==> src/rtl/mc10_bus_ctrl.sv <==
// MC-10 CPU bus controller: E-clock cycle decode, RAM req/ack with hold-off
// and timeout, ROM/keyboard/open-bus read mux, and write-only control latches.
module mc10_bus_ctrl #(
  parameter int unsigned DATA_W   = 8,
  parameter int unsigned MEM_AW   = 21,
  parameter int unsigned EXT_RAM  = 1,
  parameter int unsigned NUM_CTRL = 2,
  parameter int unsigned CTRL_RST = 0,
  parameter int unsigned TIMEOUT  = 255
) (
  input  logic                         clk,
  input  logic                         RST,
  input  logic                         e_clk,
  input  logic [15:0]                  cpu_addr,
  input  logic                         cpu_rw,
  input  logic [DATA_W-1:0]            cpu_dout,
  output logic [DATA_W-1:0]            cpu_din,
  output logic                         cpu_hold,
  output logic                         mem_req,
  output logic                         mem_we,
  output logic [MEM_AW-1:0]            mem_addr,
  output logic [DATA_W-1:0]            mem_wdata,
  input  logic [DATA_W-1:0]            mem_rdata,
  input  logic                         mem_ack,
  input  logic [DATA_W-1:0]            rom_data,
  input  logic [DATA_W-1:0]            kbd_data,
  output logic [NUM_CTRL*DATA_W-1:0]   ctrl_q,
  output logic                         bus_err
);

  localparam int unsigned CNT_W = 16;
  localparam int unsigned IDX_W = (NUM_CTRL > 1) ? $clog2(NUM_CTRL) : 1;

  typedef enum logic [1:0] {S_IDLE, S_REQ, S_DONE} state_t;
  typedef enum logic [1:0] {REG_OPEN, REG_ROM, REG_RAM, REG_IO} region_t;

  // Address decode, highest priority first
  function automatic region_t f_decode(input logic [15:0] a);
    if (a[15:14] == 2'b11)
      return REG_ROM;
    else if ((a[15:14] == 2'b01) || ((EXT_RAM != 0) && (a[15:12] == 4'b1000)))
      return REG_RAM;
    else if ((a[15:14] == 2'b10) && (a[13:12] != 2'b00))
      return REG_IO;
    else
      return REG_OPEN;
  endfunction

  state_t                           r_state;
  state_t                           w_state_nxt;
  logic                             r_e_d;
  logic [15:0]                      r_addr;
  logic                             r_rw;
  logic [CNT_W-1:0]                 r_cnt;
  logic [DATA_W-1:0]                r_rd_q;
  logic                             r_bus_err;
  logic [MEM_AW-1:0]                r_mem_addr;
  logic [DATA_W-1:0]                r_mem_wdata;
  logic [NUM_CTRL-1:0][DATA_W-1:0]  r_ctrl;

  logic                             w_start;
  logic                             w_ram_start;
  logic                             w_io_wr;
  region_t                          w_reg_live;
  region_t                          w_reg_q;
  logic [CNT_W-1:0]                 w_cnt_inc;
  logic                             w_tmo;
  logic                             w_rd_load;
  logic                             w_err_set;
  logic [IDX_W-1:0]                 w_idx;

  // A start is accepted only from IDLE; under hold no new E cycle can begin
  assign w_start     = e_clk & ~r_e_d & (r_state == S_IDLE);
  assign w_reg_live  = f_decode(cpu_addr);
  assign w_reg_q     = f_decode(r_addr);
  assign w_ram_start = w_start & (w_reg_live == REG_RAM);
  assign w_io_wr     = w_start & ~cpu_rw & (w_reg_live == REG_IO);
  assign w_cnt_inc   = r_cnt + CNT_W'(1);
  assign w_tmo       = (w_cnt_inc == CNT_W'(TIMEOUT));
  assign w_idx       = (NUM_CTRL > 1) ? cpu_addr[IDX_W-1:0] : '0;

  assign mem_addr  = r_mem_addr;
  assign mem_wdata = r_mem_wdata;
  assign ctrl_q    = r_ctrl;
  assign bus_err   = r_bus_err;

  // FSM state register
  always_ff @(posedge clk or negedge RST) begin
    if (!RST) r_state <= S_IDLE;
    else      r_state <= w_state_nxt;
  end

  // FSM next state; ack wins over a coincident timeout
  always_comb begin
    w_state_nxt = r_state;
    unique case (r_state)
      S_IDLE:  if (w_ram_start)        w_state_nxt = S_REQ;
      S_REQ:   if (mem_ack || w_tmo)   w_state_nxt = S_DONE;
      S_DONE:  if (!e_clk)             w_state_nxt = S_IDLE;
      default:                         w_state_nxt = S_IDLE;
    endcase
  end

  // FSM outputs: request/hold are decoded from the state register
  always_comb begin
    mem_req   = 1'b0;
    cpu_hold  = 1'b0;
    mem_we    = 1'b0;
    w_rd_load = 1'b0;
    w_err_set = 1'b0;
    if (r_state == S_REQ) begin
      mem_req  = 1'b1;
      cpu_hold = 1'b1;
      mem_we   = ~r_rw;
      if (mem_ack)    w_rd_load = r_rw;
      else if (w_tmo) w_err_set = 1'b1;
    end
  end

  // Cycle capture, RAM datapath, timeout counter and sticky error
  always_ff @(posedge clk or negedge RST) begin
    if (!RST) begin
      r_e_d       <= 1'b0;
      r_addr      <= '0;
      r_rw        <= 1'b1;
      r_cnt       <= '0;
      r_rd_q      <= '0;
      r_bus_err   <= 1'b0;
      r_mem_addr  <= '0;
      r_mem_wdata <= '0;
    end else begin
      r_e_d <= e_clk;
      if (w_start) begin
        r_addr <= cpu_addr;
        r_rw   <= cpu_rw;
      end
      if (w_ram_start) begin
        r_mem_addr  <= MEM_AW'({~cpu_addr[14], cpu_addr[13:0]});
        r_mem_wdata <= cpu_dout;
        r_cnt       <= '0;
      end else if (r_state == S_REQ) begin
        r_cnt <= w_cnt_inc;
      end
      if (w_rd_load)      r_rd_q <= mem_rdata;
      else if (w_err_set) r_rd_q <= '1;
      if (w_err_set) r_bus_err <= 1'b1;
    end
  end

  // Write-only control latches, loaded at cycle start
  always_ff @(posedge clk or negedge RST) begin
    if (!RST) begin
      r_ctrl <= {NUM_CTRL{DATA_W'(CTRL_RST)}};
    end else if (w_io_wr) begin
      for (int unsigned i = 0; i < NUM_CTRL; i++) begin
        if (w_idx == IDX_W'(i)) r_ctrl[i] <= cpu_dout;
      end
    end
  end

  // CPU read mux from the captured address
  always_comb begin
    cpu_din = '0;
    unique case (w_reg_q)
      REG_ROM: cpu_din = rom_data;
      REG_IO:  cpu_din = kbd_data;
      REG_RAM: cpu_din = r_rd_q;
      default: cpu_din = DATA_W'(r_addr[7:0]);
    endcase
  end

endmodule

==> config.mk <==
export PLATFORM = sky130hd
export DESIGN_NAME = mc10_bus_ctrl
export DESIGN_NICKNAME = d
export VERILOG_FILES = /design/src/rtl/mc10_bus_ctrl.sv
export SDC_FILE = /design/constraint.sdc
export NUM_CORES = 1
export LEC_CHECK = 0
export CAP_MARGIN = 20
export CORE_MARGIN = 5
export CORE_UTILIZATION = 30
export DETAILED_ROUTE_END_ITERATION = 10
export GPL_TIMING_DRIVEN = 0
export SYNTH_ARGS = -nofsm -noshare
export SYNTH_HDL_FRONTEND = slang
export SYNTH_SLANG_ARGS = --single-unit
==> constraint.sdc <==
create_clock -name clk -period 7.1 [get_ports clk]
set_clock_uncertainty 0.05 [all_clocks]
set_input_delay 1.42 -clock clk [delete_from_list [all_inputs] [get_ports clk]]
set_output_delay 1.42 -clock clk [all_outputs]
set_load 0.05 [all_outputs]
==> results.json <==
{
  "cts_tree": "built",
  "globalplace.congestion": 0.8051,
  "p_comb_share_pct": 43.3,
  "switching_share_pct": 40.96,
  "worstPathRequired_ns": 5.63,
  "viasPerCell": 4.897,
  "critPathLaunchType": "primary input",
  "synth.distinct_cells": 46,
  "die_w_um": 127.7,
  "synth_top_area_share_pct": 47.59,
  "drv_cap": 0,
  "wl_per_cell_um": 15.54,
  "hold_class": "reg2reg",
  "cts.reportedPaths.clkPinSlew_ns": 0.06,
  "mostFrequentLayoutCells": "clkdlybuf4s50_1, dfrtp_1, nand2_1",
  "netlist_top_cells_area": "dfrtp_1, mux2_2, nand2_1",
  "final.period_utilization_pct": 62.79,
  "synthToLayoutAreaGrowth_pct": 38.31,
  "synthFlopType": "dfrtp_1",
  "synth_cells": 421,
  "io-pin-count": 110,
  "h-tree-depth": 3,
  "portBuffers": 102,
  "maxSlewHeadroom_pct": 40.27,
  "dp_hpwl_um": 8241,
  "crit_type": "in2out",
  "critPathMaxFanout": 1,
  "row_count": 43,
  "grt_max_degree": 43,
  "p_per_area_nw_per_um2": 330.5,
  "p_seq_share_pct": 32.7,
  "cts_buffer_depth": 2,
  "root_buffer": "clkbuf_16",
  "cts_buffers": 9,
  "hold_buffers": 0,
  "pre_cts_ws_ns": 2.615,
  "tns_ns": 0,
  "status": "finished clean",
  "antenna_found_initial": 0,
  "antenna_cells": 0,
  "cts_sinks": 80,
  "start_util_pct": 30.28,
  "drc": 0,
  "peakVddDrop_v": 0.0002194,
  "async_flop_share_pct": 100.0,
  "netlist_area_um2": 4154,
  "power_leakage_uw": 0.002377,
  "finalWorstSetupSlack_ns": 2.642,
  "drt-initial-drc-count": 236,
  "synth-edff-count": 0,
  "clockPowerShare_pct": 24.0,
  "first_pass_iters": 4,
  "syn_avg_cell_area_um2": 9.867,
  "num_vias": 3555,
  "layout-drive-gt1-share_pct": 15.20,
  "antenna_left": 0,
  "overflow": 0,
  "grt.total_usage_pct": 14.68,
  "yosys.area.top_type": "dfrtp_1",
  "dieArea_um2": 16300,
  "cellInternalPower_uw": 1121,
  "grt_pass1_wl_um": 18950,
  "worstMarginPinSlew_ns": 0.8959,
  "synth_seq_cells": 80,
  "fmax_ghz": 0.2243,
  "final-hold-violation-count": 0,
  "clk-insertion-delay-late_ns": 0.34,
  "core_um2": 13720,
  "cp-end-kind": "primary output",
  "rsz0062_at_grt": "false",
  "layout_commonest_cell": "clkdlybuf4s50_1",
  "drt-total-wl_um": 11280,
  "yosysWarnings": 0,
  "cp.arrival_ns": 2.99,
  "fin_crit_ns": 4.458,
  "die_h_um": 127.7,
  "cts.repair.resized": 0,
  "setup_viol": 0,
  "cts_setup_buffers": 0,
  "switching_power_uw": 777.8,
  "yosysSeqAreaShare_pct": 48.22,
  "slew_violations": 0,
  "fin_nets": 604,
  "grt_pass1_vias": 3667
}
## layer usage
metal  vias to the layer above  wire (um)  part of all wire (%)  global-route usage [%]
li1                       1720          -                     -                       -
met1                      1719       5105                    45                   19.28
met2                       103       4940                    44                   21.09
met3                        13       1090                   9.7                   7.333
met4                         0        144                   1.3                   4.806
met5                         -          0                     0                       0
## kinds of logic after synthesis
family / Yosys count / share of synthesized area, %
mux: 41 / 11.08
simple gates: 143 / 16.51
buf+inv: 44 / 4.969
compound gates: 99 / 15.48
other cells: 1 / 0.09027
fa+ha+maj: 10 / 3.012
xor+xnor: 3 / 0.6326
flops: 80 / 48.22
## registers in the layout, indices dropped and copies added, names as in the netlist
signal,flops
bus_err,1
ctrl_q,16
mem_addr,15
mem_wdata,8
r_addr,12
r_cnt,16
r_e_d,1
r_rd_q,8
r_rw,1
r_state,2
## power by group through the flow
| stage | Sequential, uW | Combinational, uW | Clock (uW) |
|---|---|---|---|
| floorplan | 853 | 308 | 0 |
| global placement | 622 | 821 | 0 |
| detailed placement | 627 | 826 | 0 |
| CTS | 622 | 829 | 471 |
| global route | 636 | 877 | 494 |
| finish | 621 | 822 | 457 |
## final timing paths
kind | cells past startpoint | slack [ns] | start | to
max | 4 | 2.64 | rom_data[1] | cpu_din[1]
min | 1 | 0.42 | bus_err | bus_err
max reg2reg | 7 | 4.30 | r_cnt[0] | r_state[0]
min reg2reg | 1 | 0.42 | bus_err | bus_err
max in group asynchronous | 2 | 5.35 | RST | r_rw
min in group asynchronous | 1 | 1.00 | RST | ctrl_q[0]
## critical path: stages
cell and delay [ns]:
clkdlybuf4s50_1 0.40, a221oi_1 0.32, a21oi_1 0.11, clkdlybuf4s50_1 0.73
## through the flow
stage          cells  cell area [um2]  hold WS (ns)  utilization [%]  power (uW)
2_1_floorplan    426             4173        0.3874                -        1161
3_3_place_gp     708             5419        0.4042            39.50        1443
3_5_place_dp     709             5444        0.4067            39.68        1453
4_1_cts          725             5738        0.4219            41.82        1923
5_1_grt          726             5746        0.4487            41.88        2007
6_report         726             5746        0.4248            41.88        1899
## area by class of cell
| cell class | count | area (um2) |
|---|---|---|
| multi-input cells | 302 | 1963 |
| plain buffers | 32 | 161.4 |
| repair buffers | 104 | 1054 |
| inverters | 12 | 45.04 |
| clock buffers | 13 | 270.3 |
| flip-flops and latches | 80 | 2003 |
| fillers | 1325 | 7974 |
| well taps | 180 | 225.2 |
| clock inverters | 3 | 23.77 |
## Yosys cell counts (all sizes together) (10+ instances only)
library cell and count:
dfrtp 79, nand2 58, mux2 40, o21ai 35, nor2 31, clkbuf 18
a21oi 16, buf 14, inv 12, nor2b 11, ha 10
No activity file was read; power rests on OpenSTA's default activity.
==> patch 1 (config.mk and constraints unchanged) <==
The 3 states of `state_t` get a one-hot encoding in 3 bits.
--- a/src/rtl/mc10_bus_ctrl.sv
+++ b/src/rtl/mc10_bus_ctrl.sv
@@ -31,7 +31,7 @@
   localparam int unsigned CNT_W = 16;
   localparam int unsigned IDX_W = (NUM_CTRL > 1) ? $clog2(NUM_CTRL) : 1;
 
-  typedef enum logic [1:0] {S_IDLE, S_REQ, S_DONE} state_t;
+  typedef enum logic [2:0] {S_IDLE = 3'b001, S_REQ = 3'b010, S_DONE = 3'b100} state_t;
   typedef enum logic [1:0] {REG_OPEN, REG_ROM, REG_RAM, REG_IO} region_t;
 
   // Address decode, highest priority first
Formal check against the unedited RTL: no difference found for any inputs over 4 cycles, from zero or initial values and one cycle with RST low; so few cycles prove little.
==> patch 1 against the original RTL <==
Worst setup slack is essentially flat. Largest power group unchanged. Via count shrank 5.4%. Global-route usage shrank 1.6 points. Non-clock buffer count shrank 4. Final area shrank 0.74%. Synthesized area shrank 1.9%. Wire length shrank 7.2%. Count of clock-buffer cells in the layout shrank 3. First-iteration DRC count shrank 61%. Highest routed layer is now met5. Worst hold slack lost 0.0024 ns. Sequential cell count grew 1. Final cell count shrank 0.69%. Power shrank 6.7%.
==> patch 1: results (changes against the original RTL) <==
| Metric | Value |
|---|---|
| Placed insts | 706 (-0.42%) |
| Crit path DAT | 2.99 ns (about the same) |
| Sw Share | 36.45% (-4.5 points) |
| Status | completed |
| Worst skew pair latency | 0.33 ns |
| Layout cells sized above 1 | 11.93% (-3.3 points) |
| RR Startpoint | r_state[0]$_DFFE_PN1P_ |
| Iteration-0 DRC Markers | 91 (-61%) |
| Met3 GRT Util | 5.464% (-1.9 points) |
| Measured slew at the worst slew-check pin | 0.6260 ns (-0.2699 ns) |
| GRT busiest layer | met2 |
| Largest net degree at the start of global routing | 70 (+63%) |
| Mapped Cells | 422 (+0.24%) |
| Tot GR Track Use | 13.12% (-1.6 points) |
| R2R setup slack | 4.55 ns (+0.25 ns) |
| Synth Warn # | 0 (unchanged) |
| Vias in the first global route | 3453 (-5.8%) |
| Final wirelength | 10470 um (-7.2%) |
| First-pass GRT wire length | 17120 um (-9.7%) |
| Post-synth top cells | 95 x nand2_1, 79 x dfrtp_1, 50 x nor2_1 |
| Pre-antenna DRT Iters | 4 (unchanged) |
| FF-to-FF End | r_cnt[8]$_DFFE_PN0P_ |
| Num CTS Buffers | 9 (unchanged) |
| DP HPWL | 7874 um (-4.4%) |
| Seq/Total Area, Yosys | 49.80% (+1.6 points) |
| Placed cell area | 0.005360 sq mm (-1.5%) |
| Antenna violations before repair | 1 (+1) |
| Minimum clock period | 4.459 ns (+0.00007000 ns) |
| H-tree lvl count | 3 (unchanged) |
| Setup TNS | 0 ns (unchanged) |
| GPL Wtd Cong | 0.8771 (+8.9%) |
| Met1 usage | 17.02% (-2.3 points) |
| Ys async rst share | 100.0% (unchanged) |
| Met2 Resource Use GR | 19.74% (-1.4 points) |
| Bufs on Longest Clock Path | 2 (unchanged) |
| Vias per cell | 4.666 (-4.7%) |
| Root Buffer | clkbuf_16 |
| Clock slew at reported path FFs | 0.06 ns (about the same) |
| Pleak | 2.522 nW (+6.1%) |
| Crit path max fanout | 1 (unchanged) |
| Critical path launch point | rom_data[0] |
| Non-filler cells, final | 721 (-0.69%) |
| Reg2reg path depth | 7 (unchanged) |
| Pre-CTS setup slack | 2.644 ns (+0.02814 ns) |
| VDD IR max | 0.1752 mV (-20%) |
| Fillers | 1295 (-2.3%) |
| Post-CTS setup buffers | 0 (unchanged) |
| Dominant cells by area after synthesis | dfrtp_1 49%, nand2_1 8.8%, mux2_2 5.3% |
| Resized Gates After CTS | 0 (unchanged) |
| Layout Nets | 604 (unchanged) |
| Setup crit end | cpu_din[0] |
[patch 1: cell types whose count changed after synthesis, moves of 6 or more]
cell | unedited run | this run
nand2_1 | 58 | 95
mux2_2 | 40 | 19
nor2_1 | 30 | 50
o21ai_0 | 33 | 13
a21boi_0 | 9 | 0
a221oi_1 | 8 | 16
mux2_4 | 0 | 8
xnor2_1 | 1 | 9
xor2_1 | 2 | 10
a211oi_1 | 8 | 1
a31oi_1 | 6 | 0
[patch 1: power groups by stage]
stage	Combinational [mW]	Sequential (mW)	Clock (mW)
2_1_floorplan	0.213	0.797	0
4_1_cts	0.652	0.594	0.545
6_report	0.646	0.593	0.533
3_3_place_gp	0.645	0.597	0
5_1_grt	0.686	0.605	0.566
3_5_place_dp	0.650	0.600	0
[patch 1: cells by family (layout without fill, tap and decap cells)]
kind of cell | Yosys count | count (layout) | share of synthesized area (%)
flip-flops | 81 | 81 | 49.80
other | 1 | 6 | 0.09202
multiplexers | 29 | 29 | 8.689
adder cells (fa/ha/maj) | 10 | 10 | 3.070
AND/OR/NAND/NOR | 194 | 194 | 21.80
XOR/XNOR | 19 | 19 | 4.084
buffers and inverters | 41 | 159 | 4.728
AO/OA/AOI/OAI | 47 | 47 | 7.737
[patch 1: worst max-delay path, stage by stage]
cell and delay [ns]:
clkdlybuf4s50_1 0.40, a221oi_1 0.32, a21oi_1 0.11, clkdlybuf4s50_1 0.73
[patch 1: worst min path at each step]
| stage | start | to | slack (ns) | cells after the start |
|---|---|---|---|---|
| floorplan | r_addr[0]$_DFFE_PN0P_ | r_addr[0]$_DFFE_PN0P_ | 0.43 | 1 |
| global placement | bus_err$_DFFE_PN0P_ | bus_err$_DFFE_PN0P_ | 0.40 | 2 |
| detailed placement | mem_wdata[4]$_DFFE_PN0N_ | mem_wdata[4]$_DFFE_PN0N_ | 0.41 | 2 |
| CTS | mem_wdata[4]$_DFFE_PN0N_ | mem_wdata[4]$_DFFE_PN0N_ | 0.43 | 2 |
| global route | mem_wdata[4]$_DFFE_PN0N_ | mem_wdata[4]$_DFFE_PN0N_ | 0.45 | 2 |
| finish | mem_wdata[4]$_DFFE_PN0N_ | mem_wdata[4]$_DFFE_PN0N_ | 0.42 | 2 |
[patch 1: area by class of cell]
class | instances | area, sq um | share of cell area, %
clock buffers | 10 | 239.0 | 4.190
well taps | 176 | 220.2 | 3.861
plain buffers | 29 | 147.6 | 2.589
flip-flops and latches | 81 | 2029 | 35.59
repair buffers | 103 | 1046 | 18.34
inverters | 12 | 45.04 | 0.7898
multi-input cells | 305 | 1872 | 32.82
clock inverters | 5 | 103.9 | 1.821
[patch 1: per-layer routing]
layer,routed length [um],up-vias
li1,-,1645
met1,4694,1605
met2,4727,95
met3,884,17
met4,148,2
met5,13,-
==> patch 2 (same flow settings) <==
Without the edit above. `DATA_W`: 8 -> 12.
--- a/src/rtl/mc10_bus_ctrl.sv
+++ b/src/rtl/mc10_bus_ctrl.sv
@@ -1,7 +1,7 @@
 // MC-10 CPU bus controller: E-clock cycle decode, RAM req/ack with hold-off
 // and timeout, ROM/keyboard/open-bus read mux, and write-only control latches.
 module mc10_bus_ctrl #(
-  parameter int unsigned DATA_W   = 8,
+  parameter int unsigned DATA_W   = 12,
   parameter int unsigned MEM_AW   = 21,
   parameter int unsigned EXT_RAM  = 1,
   parameter int unsigned NUM_CTRL = 2,
Interface: changed (7 resized); port bits go from 110 to 142. The function was not compared with the original's and may differ.
==> patch 2 against the original RTL <==
Worst setup slack worse by 0.24 ns. Critical endpoint unchanged. Sequential cell count rose by 16. Synthesized cell count up 3.1%. Combinational power rose by 40%. Synthesized area increased by 15%. Wire length rose by 17%. Critical path type is now register to primary output. Power is 28% higher. Final area grew 17%.
==> patch 2: results (changes against the original RTL) <==
| Metric | Value |
|---|---|
| H-tree lvl count | 3 (unchanged) |
| Met3 GRT Util | 5.959% (-1.4 points) |
| I/O Buffers | 134 (+31%) |
| WL met1 | 5605 um (+9.8%) |
| Root Buffer | clkbuf_16 |
| Vias | 3866 (+8.7%) |
| Seq/Total Area, Yosys | 50.53% (+2.3 points) |
| Crit path max fanout | 8 (+7) |
| Met2 Resource Use GR | 23.45% (+2.4 points) |
| Routed wl met3 | 1074 um (-1.5%) |
| HP Class | register to register |
| Tot GR Track Use | 14.27% (-0.41 points) |
| Placed cell area | 0.006412 sq mm (+18%) |
| Vias in the first global route | 4042 (+10%) |
| Num CTS Buffers | 9 (unchanged) |
| Iteration-0 DRC Markers | 203 (-14%) |
| Antenna violations before repair | 0 (unchanged) |
| GPL Wtd Cong | 0.8040 (-0.14%) |
| Synth Warn # | 0 (unchanged) |
| First-pass GRT wire length | 20890 um (+10%) |
| Met1 usage | 17.41% (-1.9 points) |
| Post-synth top flop | dfrtp_1 |
| Dominant cells by area after synthesis | dfrtp_1 50%, mux2_2 16%, nor2_1 3.3% |
| Library cells used by synthesis | 51 (+11%) |
| Largest net degree at the start of global routing | 70 (+63%) |
| Layout cells sized above 1 | 18.74% (+3.5 points) |
| Top routing layer used | met4 |
| Status | completed |
| Pleak | 2.804 nW (+18%) |
| Pre-antenna DRT Iters | 5 (+1) |
| Met2 Wirelength | 6355 um (+29%) |
| DP HPWL | 9926 um (+20%) |
| Crit path DAT | 3.22 ns (+0.23 ns) |
| Measured slew at the worst slew-check pin | 0.8144 ns (-0.08157 ns) |
| Resized Gates After CTS | 0 (unchanged) |
| Ys async rst share | 100.0% (unchanged) |
| # diodes | 0 (unchanged) |
| Post-synth top cells | 95 x dfrtp_1, 66 x mux2_2, 42 x nor2_1 |
| Max reg flops | 24 |
| Worst skew pair latency | 0.35 ns |
| WL/cell | 16.43 um (+5.7%) |
| Layout Nets | 664 (+9.9%) |
| Bufs on Longest Clock Path | 2 (unchanged) |
| Clock slew at reported path FFs | 0.06 ns (about the same) |
| VDD IR max | 0.1670 mV (-24%) |
| Post-CTS setup buffers | 0 (unchanged) |
==> patch 2: cell types whose count changed after synthesis, sizes merged, moves of 6 or more <==
| cell | before | now |
|---|---|---|
| mux2 | 40 | 67 |
| nor3 | 8 | 2 |
| o21ai | 35 | 28 |
| o31a | 1 | 7 |
| a2bb2oi | 0 | 6 |
| dfrtp | 79 | 95 |
| a211oi | 8 | 0 |
| nand2 | 58 | 35 |
| a21boi | 9 | 0 |
| nor2 | 31 | 42 |
==> patch 2: cell families (layout without fill, tap and decap cells) <==
family | Yosys count | count (layout) | synth area share [%]
buffers and inverters | 42 | 190 | 4.340
muxes | 67 | 67 | 15.86
DFF | 96 | 96 | 50.53
and+or+nand+nor | 124 | 124 | 13.31
other | 1 | 6 | 0.07883
AOI/OAI and AO/OA | 91 | 91 | 12.70
xor gates and xnor gates | 3 | 3 | 0.5524
adders and majority gates | 10 | 10 | 2.630
==> patch 2: area by class of cell <==
cell class / instances / area, sq um
fillers: 1531 / 9017
flip-flops and latches: 96 / 2404
multi-input cells: 301 / 2166
repair buffers: 135 / 1366
well taps: 216 / 270.3
clock buffers: 10 / 239.0
plain buffers: 33 / 172.7
clock inverters: 3 / 43.79
inverters: 9 / 33.78
==> patch 2: report_power, final <==
group	leakage, nW	internal (mW)	switching [mW]
logic	1.44	0.433	0.722
registers	1.22	0.698	0.100
clock network	0.141	0.277	0.202
==> patch 2: path summary, 6_finish.rpt <==
path / startpoint / endpoint / slack (ns) / cells past startpoint
worst max-delay path: r_addr[14]$_DFFE_PN0P_ / cpu_din[1] / 2.41 / 9
worst min-delay path: bus_err$_DFFE_PN0P_ / bus_err$_DFFE_PN0P_ / 0.42 / 1
worst max register to register: r_cnt[1]$_DFFE_PN0P_ / r_rd_q[4]$_DFFE_PN0P_ / 4.35 / 8
worst min register to register: bus_err$_DFFE_PN0P_ / bus_err$_DFFE_PN0P_ / 0.42 / 1
max in group asynchronous: RST / r_rw$_DFFE_PN1P_ / 5.37 / 2
min in group asynchronous: RST / mem_wdata[3]$_DFFE_PN0P_ / 0.94 / 1
==> patch 2: stage by stage <==
step | std cells | total power, mW | setup WS [ns] | utilization (%)
final | 803 | 2.432 | 2.406 | 42.61
after detailed placement | 790 | 1.970 | 2.590 | 40.81
after global routing | 803 | 2.557 | 2.132 | 42.61
after floorplan | 439 | 1.557 | 3.344 | -
after global placement | 789 | 1.949 | 0.9340 | 40.65
after CTS | 803 | 2.461 | 2.378 | 42.61
==> patch 2: worst max-delay path, cell delays in order (launching register included) <==
cell and delay [ns]:
dfrtp_1 0.40, inv_1 0.10, ha_1 0.20, nor3b_1 0.13, nor2_1 0.41, and2_1 0.20
clkbuf_1 0.28, a221oi_1 0.13, a21oi_1 0.19, clkdlybuf4s50_1 0.84
